`config.mk`:
```
export PLATFORM = sky130hd
export DESIGN_NAME = mem_responder
export DESIGN_NICKNAME = d
export VERILOG_FILES = /design/src/rtl/risc_pkg.sv /design/src/rtl/mem_array.sv /design/src/rtl/mem_responder.sv
export SDC_FILE = /design/constraint.sdc
export NUM_CORES = 1
export LEC_CHECK = 0
export ABC_CLOCK_PERIOD_IN_PS = 3600
export CAP_MARGIN = 0
export CORE_MARGIN = 2
export CORE_UTILIZATION = 60
export CTS_CLUSTER_SIZE = 40
export DETAILED_ROUTE_END_ITERATION = 10
export HOLD_SLACK_MARGIN = 0.08
export PLACE_DENSITY = 0.89
export RECOVER_POWER = 100
export SLEW_MARGIN = 20
export SYNTH_ARGS = -nofsm -noshare
export SYNTH_HDL_FRONTEND = slang
export SYNTH_SLANG_ARGS = --single-unit
```
`constraint.sdc`:
```
create_clock -name clk -period 3.6 [get_ports clk]
set_clock_uncertainty 0.2 [all_clocks]
set_input_delay 0.9 -clock clk [delete_from_list [all_inputs] [get_ports clk]]
set_output_delay 0.9 -clock clk [all_outputs]
set_load 0.02 [all_outputs]
```
`src/rtl/risc_pkg.sv`:
```
// risc_pkg
// Shared constants for the small RISC CPU and its memory responder:
// bus widths, the memory-mapped I/O addresses and the opcode encoding
// (the opcodes are used by benches and the controller, not by the memory).
package risc_pkg;

  localparam int AWIDTH = 5;
  localparam int DWIDTH = 8;

  localparam int IO_IN_ADDR  = 'h1E;
  localparam int IO_OUT_ADDR = 'h1F;

  typedef enum logic [2:0] {
    HLT = 3'd0,
    SKZ = 3'd1,
    ADD = 3'd2,
    AND = 3'd3,
    XOR = 3'd4,
    LDA = 3'd5,
    STO = 3'd6,
    JMP = 3'd7
  } opcode_t;

endpackage

```
`src/rtl/mem_array.sv`:
```
// mem_array
// Plain 2^AWIDTH x DWIDTH storage with one synchronous write port and one
// synchronous read port. The read register holds its value when re is low
// and clears on rst; the storage itself is never cleared.
// Ports:
//   clk, rst          clock, synchronous active-high reset (read register only)
//   we, waddr, wdata  write port
//   re, raddr, rdata  registered read port
import risc_pkg::*;

module mem_array #(
  parameter int AWIDTH = risc_pkg::AWIDTH,
  parameter int DWIDTH = risc_pkg::DWIDTH
) (
  input  logic              clk,
  input  logic              rst,
  input  logic              we,
  input  logic [AWIDTH-1:0] waddr,
  input  logic [DWIDTH-1:0] wdata,
  input  logic              re,
  input  logic [AWIDTH-1:0] raddr,
  output logic [DWIDTH-1:0] rdata
);

  logic [DWIDTH-1:0] mem [2**AWIDTH];

  always_ff @(posedge clk) begin
    if (we) mem[waddr] <= wdata;
  end

  always_ff @(posedge clk) begin
    if (rst)     rdata <= '0;
    else if (re) rdata <= mem[raddr];
  end

endmodule

```
`src/rtl/mem_responder.sv`:
```
// mem_responder
// Single-port memory responder for the CPU memory bus. Bus writes commit on
// the rising edge of wr only; reads are registered with one cycle latency.
// A backdoor load port preloads code whenever the bus is not using the array.
// Optional feature macro: MEM_IO_EN adds an input byte at 0x1E and an output
// register at 0x1F in place of the RAM words at those addresses.
// Ports:
//   clk, rst                      clock, synchronous active-high reset
//   addr, rd, wr, data_in         bus address, read/write strobes, write data
//   data_out, data_valid          registered read data and its valid flag
//   ld_en, ld_addr, ld_data       backdoor load port
//   err                           sticky protocol error (cleared by rst)
//   io_in, io_out, io_out_stb     I/O page (MEM_IO_EN builds only)
import risc_pkg::*;

module mem_responder #(
  parameter int AWIDTH = risc_pkg::AWIDTH,
  parameter int DWIDTH = risc_pkg::DWIDTH
) (
  input  logic              clk,
  input  logic              rst,
  input  logic [AWIDTH-1:0] addr,
  input  logic              rd,
  input  logic              wr,
  input  logic [DWIDTH-1:0] data_in,
  output logic [DWIDTH-1:0] data_out,
  output logic              data_valid,
  input  logic              ld_en,
  input  logic [AWIDTH-1:0] ld_addr,
  input  logic [DWIDTH-1:0] ld_data,
  output logic              err
`ifdef MEM_IO_EN
  ,
  input  logic [DWIDTH-1:0] io_in,
  output logic [DWIDTH-1:0] io_out,
  output logic              io_out_stb
`endif
);

  logic              wr_q;
  logic              wr_rise;
  logic              rd_ok;
  logic              is_io;
  logic              bus_we;
  logic              ld_ok;
  logic              err_set;
  logic              arr_we;
  logic [AWIDTH-1:0] arr_waddr;
  logic [DWIDTH-1:0] arr_wdata;
  logic              arr_re;
  logic [DWIDTH-1:0] ram_rdata;

`ifdef MEM_IO_EN
  localparam logic [AWIDTH-1:0] IO_IN_A  = AWIDTH'(IO_IN_ADDR);
  localparam logic [AWIDTH-1:0] IO_OUT_A = AWIDTH'(IO_OUT_ADDR);

  logic              is_io_in;
  logic              is_io_out;
  logic              src_io;
  logic [DWIDTH-1:0] io_rd_q;
`endif

  // Strobe decode and arbitration. Reset masks every array write so a
  // write or load landing on the reset edge is discarded. The bus owns the
  // array whenever it reads or commits a write; a load at those times is
  // dropped and flagged.
  always_comb begin
    wr_rise = wr & ~wr_q;
    rd_ok   = rd & ~wr;
`ifdef MEM_IO_EN
    is_io_in  = (addr == IO_IN_A);
    is_io_out = (addr == IO_OUT_A);
    is_io     = is_io_in | is_io_out;
`else
    is_io     = 1'b0;
`endif
    bus_we    = wr_rise & ~is_io & ~rst;
    ld_ok     = ld_en & ~rd & ~wr_rise & ~rst;
    err_set   = (rd & wr) | (ld_en & (rd | wr_rise));
    arr_we    = bus_we | ld_ok;
    arr_waddr = bus_we ? addr : ld_addr;
    arr_wdata = bus_we ? data_in : ld_data;
    arr_re    = rd_ok & ~is_io;
  end

  mem_array #(
    .AWIDTH(AWIDTH),
    .DWIDTH(DWIDTH)
  ) u_array (
    .clk  (clk),
    .rst  (rst),
    .we   (arr_we),
    .waddr(arr_waddr),
    .wdata(arr_wdata),
    .re   (arr_re),
    .raddr(addr),
    .rdata(ram_rdata)
  );

  // Edge-detect register, read-valid flag and the sticky error.
  always_ff @(posedge clk) begin
    if (rst) begin
      wr_q       <= 1'b0;
      data_valid <= 1'b0;
      err        <= 1'b0;
    end else begin
      wr_q       <= wr;
      data_valid <= rd_ok;
      if (err_set) err <= 1'b1;
    end
  end

`ifdef MEM_IO_EN
  // I/O page. src_io remembers whether the last accepted read came from
  // the I/O page so data_out keeps showing that value while rd is low.
  always_ff @(posedge clk) begin
    if (rst) begin
      io_out     <= '0;
      io_out_stb <= 1'b0;
      src_io     <= 1'b0;
      io_rd_q    <= '0;
    end else begin
      io_out_stb <= wr_rise & is_io_out;
      if (wr_rise & is_io_out) io_out <= data_in;
      if (rd_ok) begin
        src_io <= is_io;
        if (is_io) io_rd_q <= is_io_in ? io_in : io_out;
      end
    end
  end

  assign data_out = src_io ? io_rd_q : ram_rdata;
`else
  assign data_out = ram_rdata;
`endif

endmodule

```
# Word-level counts from Yosys, hierarchy flattened

Memories as Yosys holds them, arrays and structs flattened. A register that Yosys moved wholly into a read port is not among the register bits.
Index checks and enable logic that the tools add are counted.

Register bits: 3
Bits in latches: 0
Memory bits (writable): 256
Memory bits (read-only): 0
Bits of input ports: 31
Output and inout port bits: 10
Logic and storage cells: 24
Memories kept: 1

$add $sub $neg: 0
Multipliers: 0
Div/mod/pow operators: 0
$lt $le $gt $ge: 0
Equal/unequal tests: 0
Shift operators: 0
Mux-type cells: 4
Bitwise logic cells: 16
Reductions and logical operators: 0

Memories:

| name        | depth | width | rd ports | clocked after Yosys merged registers in | write ports | RTL line        | text |
|---|---|---|---|---|---|---|---|
| u_array.mem | 32    | 8     | 1        | 1                                       | 1           | mem_array.sv:25 | `logic [DWIDTH-1:0] mem [2**AWIDTH];` |

Operators by type and width:

| kind              | number |
|---|---|
| 1-bit bitwise AND | 8 |
| 8-bit 2-to-1 mux  | 1 |
| 5-bit 2-to-1 mux  | 1 |
| 1-bit inverter    | 5 |
| 1-bit OR          | 3 |
| 1-bit 2-to-1 mux  | 2 |

# Longest topological paths before layout

Gate-level depths: netlist (run 1).

Word-level depth: 8
Mapped depth: 8
Gate-level depth less buffers: 5

# Hierarchy

Synthesis (run 1) repeated with hierarchy kept, for this count alone.

Cells, all modules: 629
Area, all modules: 10,721.5 µm²

By module, submodules not included:

| module        | instances | cells each | area an instance (µm²) | sequential area each (µm²) |
|---|---|---|---|---|
| mem_array     | 1         | 601        | 10,382.5               | 7,847.5 |
| mem_responder | 1         | 28         | 339.1                  | 60.1 |

# Worst setup path after synthesis (run 1)

No wires, ideal clock.

Path kind: input to register
From: in rst
To: mem u_array.mem[16][0] (enable)
Library setup time: 0.370 ns
Data arrival time: 2.436 ns
Required time: 3.030 ns
Path slack: 0.594 ns
Stages: 6
Path buffers: 1
Path through: nor3b_1 > buf_2 > mux2i_1 > nor2b_1 > nand2_1 > nor2_1

Longest elaborated chain between the ends: 5
Elaborated cells on any way between the ends: 7
Those cells by class: mux: 3; bitwise: 4

RTL lines:

| element                                     | RTL line                                 | text |
|---|---|---|
| start, declared                             | mem_responder.sv:21                      | `input logic rst,` |
| 1-bit inverter *                            | mem_responder.sv:77, mem_responder.sv:78 |  |
| 1-bit bitwise AND, on equally long branches | mem_responder.sv:77, mem_responder.sv:78 |  |
| 1-bit OR                                    | mem_responder.sv:80                      | `arr_we = bus_we \| ld_ok;` |
| 1-bit 2-to-1 mux                            | mem_array.sv:28                          | `if (we) mem[waddr] <= wdata;` |
| 1-bit 2-to-1 mux (implied by the code)      | mem_array.sv:28                          |  |
| end, declared                               | mem_array.sv:25                          |  |

Mark *: on every way between the ends. The rest lies on a longest branch, timed or not.

==> metrics, run 1 <==
FF+latch count, synth=roughly 270; CTS buffer count=26; Critical Path End Type=register; unique cell type count in the Yosys netlist=27; most common cell in the netlist=edfxtp_1; Post-Syn Area=0.0108 sq mm; die area=about 0.019 sq mm; ys flop type=edfxtp_1; CTS clock-pin slew for the worst setup and hold paths=around 70 ps; Max Fanout on Critical Path=17; status=completed; Mapped Cells=approximately 640; end of the critical path=u_array.rdata[0]; max-cap check violation count=0; Worst R2R Start=wr_q; Flop pwr share=between 50% and 60%; Yosys top cell area share=71.3%; PostCTS Resize Cnt=0; I/O Pins=around 40; sw frac=20.9%; Die Y-Extent=between 100 and 150 um; largest net degree at the start of global routing=33; met3 WL post-DR=around 3.1 mm; utilization after layout=roughly 70%; clock share of power=roughly 43%; vias in the first global route=6,399; largest cells by area after synthesis=edfxtp_1 71%, mux2i_1 12%, a22oi_1 4.5%; Psw=about 1.4 mW; Hold Path Class=reg2reg; Async SR Flop Fraction=0%; # setup viols final=0; r2r worst-path depth=7; dpl hpwl=~16 mm; area delta synth->final=16.8%; Slowest-stage cell, CP=dlygate4sd3_1; area leader, netlist=edfxtp_1; sequential-to-total area share from yosys stat=73.4%; total gr overflow=0; Routed WL=roughly 26 mm; Pint=about 5.4 mW; root buffer cell=clkbuf_16; Routed Antenna Nets=0; f_max=roughly 290 MHz; Worst Path Required=approximately 3800 ps; CP arrival=between 3000 and 4000 ps; cells along the critical path=dlygate4sd3_1, buf_4, nor2b_2, clkbuf_2, a22oi_1, a21oi_1, or4_1, a211oi_1; IO buf count=40; PD cells=about 550 mW/mm^2; clk_lat worst skew=around 530 ps; Post-synth EDFFs=256; CP Launch Point=addr[2]; uppermost layer routed=met4; TritonCTS clock tree=done; VDD IR-drop max=approximately 0.46 mV; FF-to-FF setup slack=between 800 and 900 ps; post-route cell area=0.0126 sq mm; Syn Area/Cell=16.9 sq um; Yosys warnings=0; Avg Vias per Cell=6.60; H-tree Lvls=1; nets@finish=about 760; combinational share of power=6.6%; RSZ-0062 raised after global routing=false; Die W=around 140 um; wire per inst=~26 um; initial antenna violation count=2; fillers=between 1,000 and 1,500; area of the multi-input gates=0.00260 sq mm; Tcrit/Tclk final=94.9%; Slew @ Worst Pin=approximately 840 ps; FF+latch area=~0.008 sq mm; total track usage=around 27%; row cnt=around 50; initial drt markers=between 900 and 1,000; # DRC=0; Hold Fails Final Rpt=0; M1 WL=9.23 mm; Pleak=~4.4 nW; GPL Wtd Cong=approximately 0.95; largest stage delay on the critical path=approximately 670 ps; clk sinks=approximately 270; r2r endpoint=u_array.mem[23][0]; share of layout cells above drive strength 1=12.9%; first-pass GRT wire length=around 39 mm; via total after detailed routing=6,493; hold-fix buffers at CTS=0; Post-Syn Nets=670; WL met2=between 10 and 15 mm; relative slew slack=between 40% and 50%; Starting Density=between 60% and 70%; commonest cells in the netlist=256 x edfxtp_1, 131 x mux2i_1, 64 x a22oi_1; drt pass-1 iters=6; CP Class=in2reg; dpl cell area=0.0118 sq mm; Post-CTS Setup Repair Bufs=0; core area=approximately 0.018 sq mm; worst-case clock buffer depth=3; fin. max-slew vios=0; fin crit period=3420 ps; Worst setup SP type=primary input
## through the flow
stage | setup TNS, ps | power (mW) | hold WS [ps] | setup slack (ps) | instances
6_report | 0 | 6.88 | 304 | 182 | 984
5_1_grt | 0 | 7.05 | 378 | 127 | 982
4_1_cts | 0 | 6.90 | 306 | 353 | 982
3_5_place_dp | -1550 | 3.98 | 286 | -151 | 934
3_3_place_gp | -330 | 3.96 | 262 | -93.6 | 934
2_1_floorplan | 0 | 3.79 | 394 | 594 | 639
## area by class of cell
cell class	instances	share of cell area [%]
Timing Repair Buffer	104	6.41
Multi-Input combinational cell	334	20.7
Antenna cell	2	0.0398
Clock buffer	35	6.24
Tap cell	229	2.28
Clock inverter	13	1.52
Sequential cell	267	62.8
## routing by layer
metal	global-route usage, %	vias to the layer above
li1	-	2723
met1	35.3	3144
met2	44.1	524
met3	5.61	102
met4	10.8	0
met5	0	-
## worst max-delay path: cells and delay by family
family          cells  cell delay, ps
compound gates      3             580
buf+inv             3            1350
simple gates        2             760
## power groups by stage
stage                     clock [mW]  sequential, mW  combinational [mW]
after floorplan                    0            3.54               0.255
after global placement             0            3.53               0.428
after detailed placement           0            3.53               0.450
after CTS                       2.98            3.46               0.457
after global routing            3.11            3.47               0.471
final                           2.96            3.47               0.453
## worst min-delay path by stage
stage	from	to	depth (start not counted)
2_1_floorplan	err	err	2
3_3_place_gp	err	err	2
3_5_place_dp	err	err	2
4_1_cts	err	err	2
5_1_grt	u_array.rdata[5]	u_array.rdata[5]	2
6_report	err	err	2
## cells by family after synthesis
| family | after synthesis | share of synthesized area, % |
|---|---|---|
| flops | 267 | 73.4 |
| mux | 140 | 13.1 |
| compound gates | 110 | 7.19 |
| simple gates | 84 | 3.81 |
| buf+inv | 38 | 2.51 |
## sequential cells by signal, indices dropped and copies added (netlist names)
name and count:
data_valid 1, err 1, u_array.mem 256, wr_q 1
u_array.rdata 8
## placed cells by master (no fill, tap or decap), types with 4 or more instances in the layout
cell / Yosys / routed
edfxtp_1: 256 / 256
mux2i_1: 131 / 131
a22oi_1: 64 / 64
nor2_1: 43 / 42
a21oi_1: 33 / 33
clkbuf_16: 0 / 27
clkdlybuf4s50_1: 0 / 27
clkbuf_1: 11 / 26
clkbuf_2: 0 / 16
buf_4: 8 / 16
dlygate4sd3_1: 0 / 12
dfxtp_1: 11 / 11
nand2_1: 9 / 9
mux2_1: 8 / 8
or4_1: 8 / 8
clkbuf_8: 0 / 8
nor2b_1: 7 / 5
nand2b_1: 5 / 5
buf_12: 4 / 5
a211oi_2: 8 / 4
a211oi_1: 0 / 4
bufinv_16: 0 / 4
(Power assumes the default switching activity.)
==> run 2: changes to the inputs <==
- CTS_CLUSTER_DIAMETER: unset -> 80
- DONT_BUFFER_PORTS: unset -> 1
- PLACE_DENSITY: 0.89 -> 0.86
==> metrics, run 2 (same netlist as run 1, synthesis figures left out) <==
Worst Path Required=~3800 ps; r2r worst-path depth=4; FF+latch area=between 0.007 and 0.008 sq mm; GPL Wtd Cong=0.931; Pleak=around 3.8 nW; Worst setup SP type=primary input; # setup viols final=0; Routed Antenna Nets=0; worst-case clock buffer depth=3; relative slew slack=-12.3%; VDD IR-drop max=0.405 mV; most frequent cells in the layout=256 x edfxtp_1, 131 x mux2i_1, 64 x a22oi_1; vias in the first global route=~5,600; RSZ-0062 raised after global routing=false; f_max=336 MHz; utilization after layout=63.2%; largest reg by FF count=u_array.mem; Max Fanout on Critical Path=32; Die Y-Extent=around 140 um; commonest non-fill, non-tap cell in the layout=edfxtp_1; hold path depth=1; Critical Path End Type=register; Most Crowded Layer GR=met2; largest net degree at the start of global routing=133; combinational share of power=roughly 6.0%; via total after detailed routing=around 5,700; Pint=4.17 mW; failing checks=capacitance limit, slew limit; CTS clock-pin slew for the worst setup and hold paths=between 100 and 150 ps; biggest regs=u_array.mem x256, u_array.rdata x8; CP arrival=roughly 3200 ps; I/O Pins=around 40; Psw=1.16 mW; IO buf count=0; clk sinks=approximately 270; Hold Path Class=in2reg; PD cells=474 mW/mm^2; dpl ws=between 300 and 400 ps; CP Class=in2reg; Slowest-stage cell, CP=clkbuf_1; initial drt markers=approximately 780; Flop pwr share=between 60% and 70%; share of layout cells above drive strength 1=under 10%; Starting Density=between 60% and 70%; # DRC=0; largest stage delay on the critical path=610 ps; Hold Fails Final Rpt=0; Ant. Diodes=0; root buffer cell=clkbuf_16; total gr overflow=0; Tcrit/Tclk final=about 83%; total negative slack=0 ps; fin crit period=a little under 3000 ps; max reg flops=~260; fin. max-slew vios=99; met3 usage=roughly 6%; GR met2 Demand/Resource=between 30% and 40%; nets@finish=about 670; dpl hpwl=around 15 mm; Die W=around 140 um; fillers=approximately 1,200; M1 GR Usage=around 35%; status=finished with violations; H-tree Lvls=1; TritonCTS clock tree=done; Avg Vias per Cell=roughly 6.6; drt pass-1 iters=5; Routed WL=23.4 mm; die area=about 0.019 sq mm; core area=between 0.015 and 0.02 sq mm; initial antenna violation count=0; total chip power=between 5 and 6 mW; first-pass GRT wire length=about 35 mm; cells along the critical path=nor2b_2, clkbuf_1, a22oi_1, a21oi_1, or4_1, a211oi_1; clk_lat worst skew=between 400 and 500 ps; max-cap check violation count=3; area delta synth->final=4.33%; Post-CTS Setup Repair Bufs=0; hold-fix buffers at CTS=0; wire per inst=~27 um; area of the multi-input gates=approximately 0.0026 sq mm; fin worst setup slack=slightly above 600 ps; Hold WS=258 ps; PostCTS Resize Cnt=0; CTS buffer count=11; row cnt=between 40 and 50; sw frac=roughly 22%; Slew @ Worst Pin=approximately 1700 ps; clock share of power=between 20% and 30%; total track usage=about a quarter
==> run 2: changes by cell type in the layout (fill, tap and decap cells not counted), moves of 8 or more <==
cell / previous run / this run
clkdlybuf4s50_1: 27 / 0
dlygate4sd3_1: 12 / 0
buf_4: 16 / 8
clkbuf_1: 26 / 16
clkbuf_2: 16 / 5
clkbuf_8: 8 / 0
clkbuf_16: 27 / 11
==> run 2: final cells by class <==
class	instances	area share [%]
well taps	229	2.55
multi-input cells	334	22.9
flip-flops and latches	267	70.3
clock buffers	13	2.52
clock inverters	4	0.501
repair buffers	27	1.22
==> run 2: power groups by stage <==
stage / clock network, mW / logic [mW] / registers (mW)
6_report: 1.53 / 0.318 / 3.48
5_1_grt: 1.65 / 0.338 / 3.48
4_1_cts: 1.55 / 0.327 / 3.47
3_5_place_dp: 0 / 0.325 / 3.54
3_3_place_gp: 0 / 0.312 / 3.54
2_1_floorplan: 0 / 0.255 / 3.54
==> run 2: stage by stage <==
| stage | cells | instance area, sq um |
|---|---|---|
| after floorplan | 639 | 10800 |
| after global placement | 857 | 11000 |
| after detailed placement | 857 | 11000 |
| after CTS | 874 | 11300 |
| after global routing | 874 | 11200 |
| final | 874 | 11200 |
==> run 2: path summary, 6_finish.rpt <==
kind / start / endpoint / slack, ps
max: addr[1] / u_array.rdata[5] / 620
min: rst / wr_q / 260
max reg2reg: wr_q / u_array.mem[25][4] / 800
min reg2reg: u_array.rdata[2] / u_array.rdata[2] / 460
==> run 2: routing by layer <==
metal / up-vias / routed length, um
met4: 0 / 676
met5: - / 0
li1: 2514 / -
met3: 52 / 2520
met1: 2822 / 8930
met2: 356 / 11300
==> run 2: worst max-delay path, delay by kind of cell <==
| family | cells | cell delay, ps |
|---|---|---|
| buffers and inverters | 1 | 610 |
| AND/OR/NAND/NOR | 2 | 640 |
| AO/OA/AOI/OAI | 3 | 1010 |
